--- src/rtl/pc_queue_f_pkg.sv ---
// Shared definitions for the PC generation queue: branch target-select
// encodings and the default boot address.
package pc_queue_f_pkg;

    typedef enum logic [1:0] {
        BRANCH_INDEX = 2'd0,
        BRANCH_REG   = 2'd1,
        BRANCH_IMM   = 2'd2,
        BRANCH_PC4   = 2'd3
    } br_sel_e;

    localparam logic [31:0] DEFAULT_RESET_PC = 32'hbfc00000;

    // A branch leaves the sequential path only for INDEX, REG or a taken IMM.
    function automatic logic br_leaves_seq(input logic [1:0] sel, input logic taken);
        return (sel == BRANCH_INDEX) || (sel == BRANCH_REG) ||
               ((sel == BRANCH_IMM) && taken);
    endfunction

endpackage

--- src/rtl/pc_queue_f_br_target_sel.sv ---
// Combinational branch target resolution; also reports whether the resolved
// target departs from the fall-through (pc+4) path.
module br_target_sel
    import pc_queue_f_pkg::*;
#(
    parameter int AW = 32
) (
    input  logic [1:0]    br_sel,
    input  logic          br_taken,
    input  logic [AW-1:0] br_pc4,
    input  logic [AW-1:0] br_imm,
    input  logic [AW-1:0] br_reg,
    input  logic [AW-1:0] br_index,
    output logic [AW-1:0] target,
    output logic          leaves_seq
);

    always_comb begin
        target = br_pc4;
        case (br_sel)
            BRANCH_INDEX: target = br_index;
            BRANCH_REG:   target = br_reg;
            BRANCH_IMM:   target = br_taken ? br_imm : br_pc4;
            default:      target = br_pc4;
        endcase
    end

    assign leaves_seq = br_leaves_seq(br_sel, br_taken);

endmodule

--- src/rtl/pc_queue_f.sv ---
// PC generation queue: a small circular buffer filled with sequential PCs from
// gen_pc, drained by the downstream stage, restarted on flush or branch redirect.
module pc_queue_f
    import pc_queue_f_pkg::*;
#(
    parameter int            DEPTH    = 4,
    parameter int            AW       = 32,
    parameter logic [AW-1:0] RESET_PC = AW'(DEFAULT_RESET_PC)
) (
    input  logic                       clk,
    input  logic                       resetn,
    input  logic                       cur_stall,
    input  logic                       post_allowin,
    input  logic                       flush,
    input  logic [AW-1:0]              flush_pc,
    input  logic                       br_valid,
    input  logic [1:0]                 br_sel,
    input  logic                       br_taken,
    input  logic [AW-1:0]              br_pc4,
    input  logic [AW-1:0]              br_imm,
    input  logic [AW-1:0]              br_reg,
    input  logic [AW-1:0]              br_index,
    output logic                       out_valid,
    output logic [AW-1:0]              out_pc,
    output logic [$clog2(DEPTH+1)-1:0] count,
    output logic                       full
);

    localparam int PW = $clog2(DEPTH);
    localparam int CW = $clog2(DEPTH+1);

    logic [AW-1:0] mem_q [DEPTH];
    logic [PW-1:0] wr_ptr_q, wr_ptr_d;
    logic [PW-1:0] rd_ptr_q, rd_ptr_d;
    logic [CW-1:0] count_q, count_d;
    logic [AW-1:0] gen_pc_q, gen_pc_d;

    logic [AW-1:0] br_target;
    logic          br_leaves;
    logic          redirect;
    logic [AW-1:0] redirect_pc;
    logic          push;
    logic          pop;

    br_target_sel #(.AW(AW)) u_br_target_sel (
        .br_sel     (br_sel),
        .br_taken   (br_taken),
        .br_pc4     (br_pc4),
        .br_imm     (br_imm),
        .br_reg     (br_reg),
        .br_index   (br_index),
        .target     (br_target),
        .leaves_seq (br_leaves)
    );

    function automatic logic [PW-1:0] ptr_inc(input logic [PW-1:0] p);
        return (p == PW'(DEPTH-1)) ? '0 : p + PW'(1);
    endfunction

    // Flush outranks any branch presented in the same cycle.
    assign redirect    = flush || (br_valid && br_leaves);
    assign redirect_pc = flush ? flush_pc : br_target;

    assign full      = (count_q == CW'(DEPTH));
    assign out_valid = (count_q != '0) && !cur_stall;
    assign out_pc    = mem_q[rd_ptr_q];
    assign count     = count_q;

    assign pop  = out_valid && post_allowin && !redirect;
    assign push = !redirect && (!full || pop);

    always_comb begin
        wr_ptr_d = wr_ptr_q;
        rd_ptr_d = rd_ptr_q;
        count_d  = count_q;
        gen_pc_d = gen_pc_q;
        if (redirect) begin
            wr_ptr_d = '0;
            rd_ptr_d = '0;
            count_d  = '0;
            gen_pc_d = redirect_pc;
        end else begin
            if (push) begin
                wr_ptr_d = ptr_inc(wr_ptr_q);
                gen_pc_d = gen_pc_q + AW'(4);
            end
            if (pop) begin
                rd_ptr_d = ptr_inc(rd_ptr_q);
            end
            case ({push, pop})
                2'b10:   count_d = count_q + CW'(1);
                2'b01:   count_d = count_q - CW'(1);
                default: count_d = count_q;
            endcase
        end
    end

    always_ff @(posedge clk or negedge resetn) begin
        if (!resetn) begin
            wr_ptr_q <= '0;
            rd_ptr_q <= '0;
            count_q  <= '0;
            gen_pc_q <= RESET_PC;
        end else begin
            wr_ptr_q <= wr_ptr_d;
            rd_ptr_q <= rd_ptr_d;
            count_q  <= count_d;
            gen_pc_q <= gen_pc_d;
        end
    end

    // Entry storage is qualified by count, so it needs no reset.
    always_ff @(posedge clk) begin
        if (push) begin
            mem_q[wr_ptr_q] <= gen_pc_q;
        end
    end

endmodule

--- config.mk ---
export PLATFORM = sky130hd
export DESIGN_NAME = pc_queue_f
export DESIGN_NICKNAME = d
export VERILOG_FILES = /design/src/rtl/pc_queue_f_pkg.sv /design/src/rtl/pc_queue_f_br_target_sel.sv /design/src/rtl/pc_queue_f.sv
export SDC_FILE = /design/constraint.sdc
export NUM_CORES = 1
export LEC_CHECK = 0
export ABC_AREA = 1
export CAP_MARGIN = 15
export CORE_MARGIN = 5
export CORE_UTILIZATION = 54
export CTS_CLUSTER_DIAMETER = 60
export CTS_CLUSTER_SIZE = 10
export DETAILED_ROUTE_END_ITERATION = 16
export GPL_ROUTABILITY_DRIVEN = 1
export PLACE_DENSITY = 0.86
export RECOVER_POWER = 50
export SKIP_LAST_GASP = 1
export SYNTH_ARGS = -nofsm -noshare
export SYNTH_HDL_FRONTEND = slang
export SYNTH_SLANG_ARGS = --single-unit
export TNS_END_PERCENT = 10
--- constraint.sdc ---
create_clock -name clk -period 7.35 [get_ports clk]
set_clock_uncertainty 0.2 [all_clocks]
set_input_delay 0.735 -clock clk [delete_from_list [all_inputs] [get_ports clk]]
set_output_delay 0.735 -clock clk [all_outputs]
set_load 0.01 [all_outputs]
==> summary.md, run 1 <==
| Metric | Value |
|---|---|
| Status | finished, violations left |
| Failing checks | capacitance limit, slew limit |
| Routed vias | 7610 |
| DRT Pass-1 Iters | 5 |
| Via density | 5.48 |
| Simple-Gate Fraction of Synth Area | 0.267 |
| Fin crit period | 4990 ps |
| Synth warn | 0 |
| Syn_nets | 1168 |
| Top FF cell, synth | edfxtp_1 |
| Die Width | 136 um |
| Clock Latency Late Sink | 420 ps |
| Maximum VDD drop | 188 uV |
| CTS hold repair buffers | 0 |
| Ant. Diodes | 0 |
| Relative slew margins | -0.481 |
| H-tree depth | 4 |
| Largest net degree at the start of global routing | 68 |
| Post-Synth XOR/XNOR Area | 0.00712 |
| Fmax achieved | 200 MHz |
| CP endpoint kind | flip-flop |
| Met1 WL | 9080 um |
| Final-stage net count | 1336 |
| Layout Cell Area excl Fill | 0.0111 mm^2 |
| CTS tree | done |
| Fin util | 0.704 |
| Area growth syn-to-layout | 29.0% |
| Count leader, synth | nand2_1 |
| FF+latch count, synth | 167 |
| Synth cell count leaders | nand2_1, nor2_1, edfxtp_1 |
| Max layer used | met4 |
| DR WL met2 | 12200 um |
| Fin Hold WS | 403 ps |
| Switch share | 0.258 |
| 1st-iter DRT viols | 784 |
| Routed length on met3 | 1800 um |
| Tot Pwr | 2410 uW |
| Final routed DRC violation total | 0 |
| WL/cell | 17.3 um |
| DRT antenna net count | 0 |
| Comb pwr share | 0.157 |
| Root Driver | clkbuf_16 |
| Core Area | 0.0158 mm^2 |
| HP Class | flip-flop to flip-flop |
| Crit Path Category | primary input to flip-flop |
| Final setup fails | 0 |
| EDFF count, synth | 128 |
| Min-delay src | gen_pc_q[30] |
| Worst setup startpoint | flush |
| Max_cap viols | 1 |
| Clk buf depth | 2 |
| Die Ht | 136 um |
| Least-Margin Pin Slew | 2220 ps |
| GRT Util Overall | 0.263 |
| Main combinational cell family by area after synthesis | simple AND/OR/NAND/NOR gates |
| Complex-gate fraction of the synthesized area | 0.104 |
| Placed cell area | 0.0105 mm^2 |
| Worst R2R Start | count[0] |
| Top cell type's share of synthesized area | 0.446 |
| Seq/Total Area, Yosys | 0.561 |
| Fraction of registers with async set/reset | 0.234 |
| Final Max Slew Viols | 40 |
| Vias in the first global route | 7451 |
| RSZ-0062 raised after global routing | false |
| Clock slew at the register clock pins of the worst setup and hold paths | 70 ps |
| Critical path arrival | 4870 ps |
| Die area | 0.0186 mm^2 |
| Pwr dens | 217 mW/mm^2 |
| Port Buffers | 181 |
| Std-Cell Rows | 46 |
| GPL Wtd Cong | 0.947 |
| Fin. Hold Viols | 0 |
| Setup TNS | 0 ps |
| Syn Area/Cell | 8.69 um^2 |
| Starting Density | 0.546 |
| Post-Syn Area | 0.00861 mm^2 |
| Post_cts resized | 0 |
| Fill cells | 1237 |
| Psw | 623 uW |
| Initial antenna violation count | 0 |
| Gr ovfl total | 0 |
| CTS buffer count | 17 |
| Share of cells above drive strength 1 | 0.0597 |
| Post-CTS setup buffers | 0 |
| Ports | 206 |
| Cell count after synthesis | 991 |
| Post-Synth Adder-Cell Area | 0.0116 |
| Req. time, crit path | 7230 ps |
| Top post-synthesis cells by area | edfxtp_1, nand2_1, dfrtp_1 |
| Sequential Power Share | 0.487 |
| Startpoint Class | primary input |
| First-pass GRT wire length | 37400 um |
| Clock power frac | 0.355 |
| Total leakage power | 0.00437 uW |
| Detail Placement HPWL | 17000 um |
| Mux contribution to synthesized area | 0 |
| Max FO, Critical Path | 27 |
| Cell taking the most area after synthesis | edfxtp_1 |
| Period utilisation layout | 0.680 |
| Int Power | 1790 uW |
| Routed wire length | 24000 um |
| Number of library cell types mapped by synthesis | 39 |
| Clock Sinks | 167 |
[per-layer routing]
metal,global-route usage,vias to the layer above
li1,-,3663
met1,0.318,3535
met2,0.460,345
met3,0.0526,67
met4,0.111,0
met5,0,-
[per-stage QoR]
step	instances	setup WS, ps
global route	1388	2100
CTS	1387	3100
detailed placement	1355	3330
floorplan	991	3960
finish	1388	2360
global placement	1355	3400
[layout make-up]
type | instances | area [um^2] | share of cell area
Inverter | 52 | 198 | 0.0178
Clock inverter | 10 | 91.3 | 0.00822
Timing Repair Buffer | 191 | 1880 | 0.169
Tap cell | 216 | 270 | 0.0243
Clock buffer | 22 | 485 | 0.0437
Sequential cell | 167 | 4830 | 0.435
Multi-Input combinational cell | 730 | 3350 | 0.302
[layout by cell type (no fill, tap or decap), types with 3 or more instances in the layout]
master           count
a21oi_1             22
a31oi_1              3
buf_4                8
clkbuf_1             4
clkbuf_16           18
clkdlybuf4s50_1    175
clkinv_2             3
dfrtp_1             30
dfstp_1              9
dlygate4sd3_1        5
edfxtp_1           128
ha_1                 8
inv_1               48
inv_2                3
inv_4                3
nand2_1            291
nand3_1             51
nand3b_1             4
nand4_1              6
nor2_1             169
nor2_2               6
o21ai_0             81
o21ai_1              9
o21bai_1             3
o22ai_1             42
or2_2               11
xor2_1               6
[cells by family (layout without fill, tap and decap cells)]
group,after synthesis,after routing
AND/OR/NAND/NOR,552,552
flip-flops,167,167
AO/OA/AOI/OAI,163,163
buffers and inverters,94,275
adder cells (fa/ha/maj),8,8
XOR/XNOR,7,7
[power by group through the flow]
stage                     clock network (uW)  registers (uW)  logic, uW
after global placement                     0            1190        374
after global routing                     910            1180        420
after floorplan                            0            1160        196
after detailed placement                   0            1190        381
after CTS                                865            1180        383
final                                    857            1180        379
[critical path, stage by stage]
cell	delay, ps
dlygate4sd3_1	530
clkbuf_1	390
inv_1	650
nand2_1	360
a21oi_1	1120
inv_2	250
nor2_2	370
buf_4	440
[state kept, by name (all words and copies together) (netlist names)]
name      flops
count         3
gen_pc_q     32
mem_q       128
rd_ptr_q      2
wr_ptr_q      2
[worst paths after layout]
kind                                 to  slack (ps)  cells past startpoint
min reg2reg                mem_q[2][30]         400                      0
max reg2reg                mem_q[0][26]        3670                      8
max in group asynchronous  gen_pc_q[17]        4900                      1
min in group asynchronous   rd_ptr_q[1]         760                      1
max                        mem_q[0][26]        2360                      8
min                        mem_q[2][30]         400                      0
No activity file was read; power rests on OpenSTA's default activity.
==> inputs of run 2 (changes only) <==
- CORE_UTILIZATION: 54 -> 50
- PLACE_DENSITY: 0.86 -> 0.8
- clock period: 7.35 -> 4.6 ns (I/O delays scaled with it)
==> summary.md, run 2 (synthesis results as in run 1) <==
| Metric | Value |
|---|---|
| Starting Density | 0.503 |
| WL/cell | 17.3 um |
| Leading cell types in the layout, fill and taps excluded | nand2_1, clkdlybuf4s50_1, nor2_1 |
| Detail Placement HPWL | 17400 um |
| Sequential Power Share | 0.470 |
| Pwr dens | 357 mW/mm^2 |
| Max FO, Critical Path | 34 |
| Total leakage power | 0.00439 uW |
| Final-stage net count | 1340 |
| Share of cells above drive strength 1 | 0.0604 |
| Period utilisation layout | 0.748 |
| R2r worst-path depth | 8 |
| Register area | 0.00483 mm^2 |
| Core Area | 0.0171 mm^2 |
| Fmax achieved | 291 MHz |
| Hold depth | 3 |
| Initial antenna violation count | 0 |
| Clk buf depth | 2 |
| Fin. Hold Viols | 0 |
| Relative slew margins | -0.523 |
| Root Driver | clkbuf_16 |
| Maximum VDD drop | 306 uV |
| Final setup fails | 0 |
| H-tree depth | 4 |
| Biggest register | mem_q |
| Clock slew at the register clock pins of the worst setup and hold paths | 60 ps |
| Startpoint Class | flip-flop |
| Routed wire length | 24200 um |
| Tot Pwr | 3990 uW |
| Worst path max stage delay | 800 ps |
| Int Power | 2970 uW |
| Least-Margin Pin Slew | 2280 ps |
| Gr ovfl total | 0 |
| CTS buffer count | 17 |
| Max reg flops | 128 |
| Largest net degree at the start of global routing | 67 |
| Std-Cell Rows | 48 |
| Min-delay src | flush_pc[5] |
| GRT Util Overall | 0.248 |
| Layout Cell Area excl Fill | 0.0112 mm^2 |
| Critical path arrival | 2780 ps |
| Critical path cell sequence | inv_1 -> buf_4 -> o21ai_0 -> o22ai_1 -> clkdlybuf4s50_1 |
| Max_cap viols | 1 |
| Routed vias | 7598 |
| Post-CTS setup buffers | 0 |
| Die Width | 141 um |
| Final routed DRC violation total | 0 |
| Req. time, crit path | 3940 ps |
| Die area | 0.0199 mm^2 |
| First-pass GRT wire length | 38400 um |
| Vias in the first global route | 7825 |
| Most common cell after layout, fill and taps aside | nand2_1 |
| Fin crit period | 3440 ps |
| Die Ht | 141 um |
| Psw | 1030 uW |
| RSZ-0062 raised after global routing | false |
| Worst setup startpoint | rd_ptr_q[1] |
| CP endpoint kind | primary output |
| CTS tree | done |
| Ports | 206 |
| DRT Pass-1 Iters | 5 |
| Final Max Slew Viols | 40 |
| Failing checks | capacitance limit, slew limit |
| Crit Path Category | flip-flop to primary output |
| Comb pwr share | 0.153 |
| Ant. Diodes | 0 |
| Fill cells | 1419 |
| Setup TNS | 0 ps |
| Placed cell area | 0.0106 mm^2 |
| Footprint of the multi-input gates | 0.00333 mm^2 |
| Switch share | 0.257 |
| Crit path max-delay cell type | dfrtp_1 |
| HP Class | primary input to flip-flop |
| Worst R2R Start | count[0] |
| Clock Latency Late Sink | 420 ps |
| GPL Wtd Cong | 0.975 |
| Clock power frac | 0.376 |
| Status | finished, violations left |
| DRT antenna net count | 0 |
| Clock Sinks | 167 |
| Area growth syn-to-layout | 29.9% |
| Port Buffers | 181 |
| Via density | 5.42 |
| 1st-iter DRT viols | 656 |
run 2: cell count changes in the layout (fill, tap and decap cells not counted), moves of 2 or more:
cell / before / now
buf_4: 8 / 11
bufinv_16: 1 / 4
clkinvlp_4: 1 / 4
clkbuf_1: 4 / 2
clkbuf_8: 2 / 0
clkinv_1: 0 / 2
clkinv_2: 3 / 1
clkinv_4: 2 / 0
inv_4: 3 / 1
inv_6: 1 / 3
o21ai_0: 81 / 79
o21ai_1: 9 / 11
run 2: metal layers:
| metal | up-vias | part of all wire | track usage |
|---|---|---|---|
| met5 | - | 0 | 0 |
| met4 | 0 | 0.032 | 0.102 |
| met3 | 50 | 0.073 | 0.0560 |
| met2 | 332 | 0.52 | 0.440 |
| met1 | 3547 | 0.38 | 0.291 |
| li1 | 3669 | - | - |
run 2: final cells by class:
cell class | instances | area share
sequential | 167 | 0.432
multi-input combinational | 730 | 0.298
timing repair buffer | 195 | 0.172
clock buffer | 17 | 0.0380
tap | 225 | 0.0252
clock inverter | 15 | 0.0179
inverter | 52 | 0.0177
run 2: what timing repair did:
item / CTS / global route
resized for setup: 0 / 0
hold buffers: 1 / 0
hold endpoints to repair: 24 / 0
run 2: final timing paths:
kind | end | slack (ps)
setup / recovery | out_pc[10] | 1160
hold / removal | gen_pc_q[5] | 390
setup reg to reg | mem_q[0][20] | 1910
hold reg to reg | count[2] | 400
max in group asynchronous | rd_ptr_q[0] | 1820
min in group asynchronous | gen_pc_q[0] | 1070
run 2: through the flow:
stage,std cells,worst slack [ps],util,hold slack (ps)
floorplan,991,1300,-,-35.6
global placement,1368,1420,0.619,339
detailed placement,1368,1350,0.619,344
CTS,1401,1130,0.656,360
global route,1401,1020,0.654,396
finish,1401,1160,0.654,393
run 2: critical path, delay by kind of cell, from the launching register on:
kind | cells | cell delay [ps]
buffers and inverters | 3 | 1100
flip-flops | 1 | 800
AO/OA/AOI/OAI | 2 | 440
run 2: power by group through the flow:
stage	logic, uW	registers (uW)	clock network [uW]
after floorplan	313	1860	0
after global placement	608	1900	0
after detailed placement	620	1910	0
after CTS	624	1880	1510
after global routing	675	1890	1590
final	613	1880	1500
